## config.mk

```make
export PLATFORM = sky130hd
export DESIGN_NAME = rf_wb_arbiter
export DESIGN_NICKNAME = d
export VERILOG_FILES = /design/src/rtl/rf_wb_arbiter.sv
export SDC_FILE = /design/constraint.sdc
export NUM_CORES = 1
export LEC_CHECK = 0
export CORE_AREA = 2 2 122 124
export CTS_CLUSTER_DIAMETER = 150
export DETAILED_ROUTE_END_ITERATION = 7
export DIE_AREA = 0 0 124 126
export PLACE_DENSITY = 0.77
export SYNTH_ARGS = -nofsm -noshare
export SYNTH_HDL_FRONTEND = slang
export SYNTH_SLANG_ARGS = --single-unit
```

## constraint.sdc

```tcl
create_clock -name clk -period 2.7 [get_ports clk]
set_input_delay 0.54 -clock clk [delete_from_list [all_inputs] [get_ports clk]]
set_output_delay 0.54 -clock clk [all_outputs]
set_load 0.02 [all_outputs]
```

## src/rtl/rf_wb_arbiter.sv

```systemverilog
// Register-file write-port arbiter: fixed-priority A path, queued B path, pending scoreboard.
// Optional macro RF_WB_BYPASS_EN lets an idle B request skip the FIFO.
module rf_wb_arbiter #(
    parameter int DATA_W     = 32,
    parameter int ADDR_W     = 5,
    parameter int FIFO_DEPTH = 2,
    parameter int STARVE_LIM = 4
) (
    input  logic                 clk,
    input  logic                 rst,
    input  logic                 a_valid,
    input  logic [ADDR_W-1:0]    a_rw,
    input  logic [DATA_W-1:0]    a_data,
    input  logic                 b_valid,
    output logic                 b_ready,
    input  logic [ADDR_W-1:0]    b_rw,
    input  logic [DATA_W-1:0]    b_data,
    input  logic                 iss_valid,
    input  logic [ADDR_W-1:0]    iss_rd,
    output logic                 stall_a,
    output logic [2**ADDR_W-1:0] pending,
    output logic                 RegWr,
    output logic [ADDR_W-1:0]    rw,
    output logic [DATA_W-1:0]    busW
);
    localparam int AW   = $clog2(FIFO_DEPTH);
    localparam int PW   = AW + 1;
    localparam int NREG = 2**ADDR_W;
    localparam int CW   = $clog2(STARVE_LIM + 1);

    typedef enum logic {GRANT_A, FORCE_B} state_t;

    state_t            state, state_next;
    logic [CW-1:0]     cnt, cnt_next;
    logic [ADDR_W-1:0] mem_rw   [FIFO_DEPTH];
    logic [DATA_W-1:0] mem_data [FIFO_DEPTH];
    logic [PW-1:0]     wptr, rptr;
    logic              empty, full, push, pop, sel_a, byp, wr_go;
    logic [ADDR_W-1:0] wr_rw;
    logic [DATA_W-1:0] wr_data;
    logic [NREG-1:0]   set_mask, clr_mask;

    assign empty   = (wptr == rptr);
    assign full    = (wptr[AW-1:0] == rptr[AW-1:0]) && (wptr[AW] != rptr[AW]);
    assign b_ready = !full;
    assign push    = b_valid && b_ready && !byp;
    assign wr_go   = sel_a || pop || byp;

    // Grant selection, starvation counting and forced-B sequencing
    always_comb begin
        state_next = state;
        cnt_next   = cnt;
        sel_a      = 1'b0;
        pop        = 1'b0;
        byp        = 1'b0;
        stall_a    = 1'b0;
        unique case (state)
            GRANT_A: begin
                if (a_valid) begin
                    sel_a = 1'b1;
                    if (!empty) begin
                        cnt_next = cnt + CW'(1);
                        if (cnt == CW'(STARVE_LIM - 1)) state_next = FORCE_B;
                    end
                end else if (!empty) begin
                    pop      = 1'b1;
                    cnt_next = '0;
                end
`ifdef RF_WB_BYPASS_EN
                else if (b_valid) begin
                    byp = 1'b1;
                end
`endif
            end
            FORCE_B: begin
                stall_a    = 1'b1;
                pop        = !empty;
                cnt_next   = '0;
                state_next = GRANT_A;
            end
        endcase
    end

    // Write-port source mux and scoreboard masks
    always_comb begin
        wr_rw    = b_rw;
        wr_data  = b_data;
        set_mask = '0;
        clr_mask = '0;
        if (sel_a) begin
            wr_rw   = a_rw;
            wr_data = a_data;
        end else if (pop) begin
            wr_rw   = mem_rw[rptr[AW-1:0]];
            wr_data = mem_data[rptr[AW-1:0]];
        end
        if (pop || byp) clr_mask = NREG'(1) << wr_rw;
        if (iss_valid && (iss_rd != '0)) set_mask = NREG'(1) << iss_rd;
    end

    // FSM state, starvation counter and FIFO pointers
    always_ff @(posedge clk or negedge rst) begin
        if (!rst) begin
            state <= GRANT_A;
            cnt   <= '0;
            wptr  <= '0;
            rptr  <= '0;
        end else begin
            state <= state_next;
            cnt   <= cnt_next;
            if (push) wptr <= wptr + PW'(1);
            if (pop)  rptr <= rptr + PW'(1);
        end
    end

    // FIFO storage; contents are don't-care while empty
    always_ff @(posedge clk) begin
        if (push) begin
            mem_rw[wptr[AW-1:0]]   <= b_rw;
            mem_data[wptr[AW-1:0]] <= b_data;
        end
    end

    // Registered write port and pending scoreboard (set beats clear)
    always_ff @(posedge clk or negedge rst) begin
        if (!rst) begin
            RegWr   <= 1'b0;
            rw      <= '0;
            busW    <= '0;
            pending <= '0;
        end else begin
            pending <= (pending & ~clr_mask) | set_mask;
            if (wr_go) begin
                RegWr <= (wr_rw != '0);
                rw    <= wr_rw;
                busW  <= wr_data;
            end else begin
                RegWr <= 1'b0;
            end
        end
    end
endmodule
```

==> out/results.tsv, run 1 <==
stage	metric	value	unit
status	status	completed	
grt	antenna_found_initial	0	
cts	cts_buffer_depth	2	
hold_path	hold_class	in2async	
cts	insertion_delay	0.43	ns
finish	drive_gt1_share	7.76	%
drt	ant_nets	0	
cts	cts.sinks	152	
cts	h-tree-depth	4	
pwr	total_power	10.1	mW
cts	clock_tree.root_cell	clkbuf_16	
die	core_area	14300	um2
worst_setup_path	worst_setup_path_start_kind	flip-flop	
logic_synthesis	synthDistinctLibCells	37	
cts	cts_tree	built	
sta	maxSlewHeadroom	31.7	%
logic_synthesis	synth.avg_cell_area	11.8	um2
cts	cts_buffers	17	
logic_synthesis	ys_top_cells_by_area	edfxtp_1 (35%), dfrtp_1 (31%), mux2i_1 (5.7%)	
sta	drv_slew	0	
pwr	leakage	3.66	nW
place	dp_cells	861	
drt	drcViolationCount	0	
die	die_w	124	um
drt	drt_first_pass_iters	5	
sta	final.min_clock_period	2.54	ns
sta	final_hold_viol_count	0	
drt	drt_iter0_drc	309	
grt	grt_pass1_vias	4993	
die	die-area	15600	um2
cts	cts_hold_buffers	0	
logic_synthesis	ys_seq_area_share	65.6	%
pwr	power_density	1160	nW/um2
grt	grt_pass1_wl	25400	um
sta	setup_tns	0	ns
die	die_h	126	um
die	num_io_pins	156	
worst_setup_path	crit_arrival	2.00	ns
worst_setup_path	crit_type	reg2out	
drt	avgViaCountPerCell	5.31	
finish	layout.nets	782	
logic_synthesis	yosysTopAreaCellShare	34.9	%
grt	grt_usage	21.6	%
flow_run	maxCapViolCount	0	
sta	setup_ws	0.161	ns
logic_synthesis	netlist_instances	541	
finish	diodes	0	
worst_setup_path	required	2.16	ns
cts	cts_setup_buffers	0	
logic_synthesis	synth_area	6360	um2
sta	fin_worst_skew	0.0105	ns
finish	area.growth.synth_to_final	36.7	%
drt	routedWlPerCell	17.5	um
place	dp_hpwl	11100	um
drt	wirelength	15600	um
sta	tightestPinTransition	1.02	ns
sta	post-route-period-util	94.1	%
worst_setup_path	reg2reg_slack	0.63	ns
grt	grt_overflow	0	
cts	clk_pin_slew_worst_paths	0.06	ns
finish	final_cell_count_no_fill	893	
worst_setup_path	critPathCaptureType	primary output	
logic_synthesis	ys_ff_latch	152	
logic_synthesis	synthArstFlopShare	51.3	%
die	start_util	44.4	%
pwr	irDropWorstVdd	0.698	mV
grt	grt_max_degree	79	
sta	rsz0062_at_grt	false	
place	dp_slack	0.235	ns
die	num_rows	44	
sta	setup_violations	0	
logic_synthesis	synth_area_leader_cell	edfxtp_1	
logic_synthesis	ys.flop_type	dfrtp_1	
place	gp_congestion	0.845	
logic_synthesis	synth_edf_count	74	
place	io_buffers	155	
cts	cts_resized	0	
drt	num_vias	4744	
sta	max_freq	0.394	GHz
logic_synthesis	ys_warn_count	0	
logic_synthesis	syn-num-nets	627	
worst_setup_path	cp_max_fo	5	
synthesized netlist by cell type, types with 4 or more instances:
cell type,instances
edfxtp_1,74
nor2_1,39
a21oi_1,40
dfrtp_1,78
clkbuf_1,18
o221ai_1,24
o21ai_0,40
xnor2_1,5
nand4_1,10
nand3_1,9
o31ai_1,8
mux2i_1,36
inv_1,27
nand2_1,83
buf_1,4
buf_2,8
nor2b_1,5
nand2b_1,6
worst max-delay path, stage by stage, from the launching register on:
cell and delay (ns):
dfrtp_1 0.41, xnor2_1 0.33, nand2b_1 0.22, clkdlybuf4s50_1 0.62
worst paths after layout:
kind / start / end / cells after the start
min in group clk: wptr[1]$_DFFE_PN0P_ / wptr[1]$_DFFE_PN0P_ / 1
setup reg to reg: rptr[0]$_DFFE_PN0N_ / pending[13]$_DFF_PN0_ / 5
hold reg to reg: wptr[1]$_DFFE_PN0P_ / wptr[1]$_DFFE_PN0P_ / 1
max in group asynchronous: rst / rptr[0]$_DFFE_PN0N_ / 1
setup / recovery: rptr[1]$_DFFE_PN0N_ / b_ready / 3
hold / removal: rst / pending[15]$_DFF_PN0_ / 1
cells by family after synthesis:
group,Yosys count,synth area share [%]
flip-flops,152,65.6
AO/OA/AOI/OAI,118,11.9
XOR/XNOR,6,0.826
multiplexers,37,5.84
buffers and inverters,60,3.93
AND/OR/NAND/NOR,166,11.5
adder cells (fa/ha/maj),2,0.393
sequential cells by signal, indices dropped and copies added (netlist names):
signal	flops
pending	32
busW	32
mem_data	64
rptr	2
wptr	2
state	1
mem_rw	10
rw	5
cnt	3
RegWr	1
layout by cell type, fill, tap and decap left out, types with 8 or more instances in the layout:
cell type	synthesis	layout
mux2i_1	36	36
clkdlybuf4s50_1	0	154
inv_1	27	27
o221ai_1	24	24
nand2_1	83	83
nor2_1	39	38
clkbuf_16	0	18
edfxtp_1	74	74
o21ai_0	40	40
dfrtp_1	78	77
nand4_1	10	10
nand3_1	9	9
a21oi_1	40	40
buf_4	2	13
o31ai_1	8	8
final cells by class:
cell class / instances / area (um2)
clock buffers: 22 / 485
clock inverters: 10 / 76.3
fillers: 1152 / 5620
inverters: 27 / 101
multi-input cells: 329 / 1950
flip-flops and latches: 152 / 4180
well taps: 184 / 230
repair buffers: 169 / 1680
power by group:
group	internal (mW)	switching [mW]
Combinational	1.74	2.49
Sequential	3.27	0.389
Clock	1.35	0.881
per-stage QoR:
step / instance area [um2] / util [%] / hold WS (ns)
floorplan: 6360 / - / 0.244
global placement: 8130 / 56.8 / 0.477
detailed placement: 8130 / 56.8 / 0.481
CTS: 8690 / 60.7 / 0.328
global route: 8690 / 60.7 / 0.359
finish: 8690 / 60.7 / 0.287
metal layers:
layer,track usage (%),up-vias,part of all wire (%)
met1,27.0,2293,41
met2,35.0,184,50
met4,8.20,0,1.7
met5,0,-,0
li1,-,2241,-
met3,6.79,26,7.3
Power figures use the tool's default switching activity.
==> inputs of run 2 (changes only) <==
==> config.mk (replaced) <==
export PLATFORM = sky130hd
export DESIGN_NAME = rf_wb_arbiter
export DESIGN_NICKNAME = d
export VERILOG_FILES = /design/src/rtl/rf_wb_arbiter.sv
export SDC_FILE = /design/constraint.sdc
export NUM_CORES = 1
export LEC_CHECK = 0
export ABC_CLOCK_PERIOD_IN_PS = 3100
export CORE_AREA = 2 2 113 115
export CTS_CLUSTER_DIAMETER = 150
export DETAILED_ROUTE_END_ITERATION = 7
export DIE_AREA = 0 0 115 117
export PLACE_DENSITY = 0.85
export SYNTH_ARGS = -nofsm -noshare
export SYNTH_HDL_FRONTEND = slang
export SYNTH_SLANG_ARGS = --single-unit
==> constraint.sdc (replaced) <==
create_clock -name clk -period 3.1 [get_ports clk]
set_input_delay 0.62 -clock clk [delete_from_list [all_inputs] [get_ports clk]]
set_output_delay 0.62 -clock clk [all_outputs]
set_load 0.02 [all_outputs]
==> out/results.tsv, run 2 (synthesis gave the netlist of run 1 again) <==
stage	metric	value	unit
status	status	completed	
grt	gr-usage-met2	40.3	%
sta	drv_slew	0	
worst_setup_path	reg2regPathDepth	5	
cts	clock_tree.root_cell	clkbuf_16	
die	die-area	13500	um2
cts	cts_buffer_depth	2	
cts	cts_buffers	17	
hold_path	hold_class	in2async	
cts	insertion_delay	0.42	ns
cts	cts_resized	0	
drt	num_vias	4785	
drt	avgViaCountPerCell	5.61	
grt	grt_pass1_vias	4869	
grt	grt_util_met3	6.69	%
drt	drcViolationCount	0	
cts	cts_hold_buffers	0	
worst_setup_path	required	2.48	ns
drt	ant_nets	0	
grt	grt_overflow	0	
worst_setup_path	critPathCaptureType	primary output	
die	die_h	117	um
finish	area.growth.synth_to_final	36.2	%
pwr	irDropWorstVdd	0.639	mV
place	gp_congestion	0.858	
worst_setup_path	worst_setup_path_start_kind	flip-flop	
grt	grt_pass1_wl	24500	um
sta	max_freq	0.385	GHz
pwr	power_density	1030	nW/um2
worst_setup_path	slowest_delay	0.63	ns
drt	drt_iter0_drc	407	
finish	drive_gt1_share	7.25	%
grt	grt.met1_usage	29.7	%
pwr	total_power	8.95	mW
place	dp_hpwl	10400	um
drt	routedWlPerCell	18.0	um
finish	layout.nets	776	
worst_setup_path	crit_arrival	1.97	ns
die	start_util	51.7	%
finish	largest_register_ffs	64	
worst_setup_path	cp_max_fo	5	
die	core_area	12300	um2
worst_setup_path	crit_chain	xnor2_1 -> nand2b_1 -> clkdlybuf4s50_1	
cts	cts.sinks	152	
grt	antenna_found_initial	1	
die	die_w	115	um
cts	h-tree-depth	4	
sta	setup_violations	0	
sta	fin_worst_skew	0.00955	ns
sta	post-route-period-util	83.7	%
place	io_buffers	155	
grt	grt_max_degree	79	
drt	drt_first_pass_iters	5	
finish	final_common_cell	clkdlybuf4s50_1	
sta	rsz0062_at_grt	false	
finish	mostFrequentLayoutCells	clkdlybuf4s50_1 (154), nand2_1 (83), dfrtp_1 (77)	
drt	wirelength	15400	um
sta	maxSlewHeadroom	31.5	%
die	num_rows	41	
sta	setup_tns	0	ns
grt	grt-busiest-layer	met2	
flow_run	maxCapViolCount	0	
worst_setup_path	cp_slowest_cell	clkdlybuf4s50_1	
sta	final.min_clock_period	2.59	ns
cts	cts_setup_buffers	0	
finish	diodes	0	
sta	final_hold_viol_count	0	
grt	grt_usage	24.0	%
die	num_io_pins	156	
cts	clk_pin_slew_worst_paths	0.06	ns
pwr	leakage	3.64	nW
sta	tightestPinTransition	1.03	ns
cts	cts_tree	built	
worst_setup_path	crit_type	reg2out	
-- run 2: metal layers --
layer	vias up	part of all wire (%)	wire, um
met2	211	50	7650
met3	23	7.2	1110
met1	2317	41	6370
li1	2232	-	-
met5	-	0.084	13
met4	2	1.6	254
-- run 2: through the flow --
| step | area (um2) | worst slack, ns | util [%] | hold WS (ns) | cells |
|---|---|---|---|---|---|
| after floorplan | 6360 | 0.0290 | - | 0.324 | 541 |
| after global placement | 8030 | 0.258 | 65.2 | 0.475 | 821 |
| after detailed placement | 8030 | 0.148 | 65.2 | 0.477 | 821 |
| after CTS | 8660 | 0.491 | 70.3 | 0.414 | 853 |
| after global routing | 8660 | 0.369 | 70.3 | 0.459 | 853 |
| final | 8660 | 0.505 | 70.3 | 0.377 | 853 |
-- run 2: final timing paths --
check,startpoint,endpoint,slack [ns]
worst max-delay path,rptr[1]$_DFFE_PN0N_,b_ready,0.51
worst min-delay path,rst,pending[29]$_DFF_PN0_,0.38
worst max register to register,rptr[0]$_DFFE_PN0N_,pending[21]$_DFF_PN0_,0.55
worst min register to register,wptr[1]$_DFFE_PN0P_,wptr[1]$_DFFE_PN0P_,0.49
max in group asynchronous,rst,rptr[0]$_DFFE_PN0N_,1.99
min in group clk,wptr[1]$_DFFE_PN0P_,wptr[1]$_DFFE_PN0P_,0.49
-- run 2: area by class of cell --
type                            instances  area, um2
Sequential cell                       152       4180
Clock inverter                         14        199
Multi-Input combinational cell        329       1950
Tap cell                              150        188
Timing Repair Buffer                  163       1620
Inverter                               27        101
Fill cell                             877       3650
Clock buffer                           18        429
-- run 2: critical path, delay by kind of cell, from the launching register on --
family / cells / cell delay (ns)
and+or+nand+nor: 1 / 0.21
DFF: 1 / 0.39
buffers and inverters: 1 / 0.63
xor gates and xnor gates: 1 / 0.33
-- run 2: power by group --
part	internal, mW	leakage (nW)	switching [mW]
clock network	1.35	0.293	0.817
registers	2.85	1.55	0.344
logic	1.44	1.79	2.15
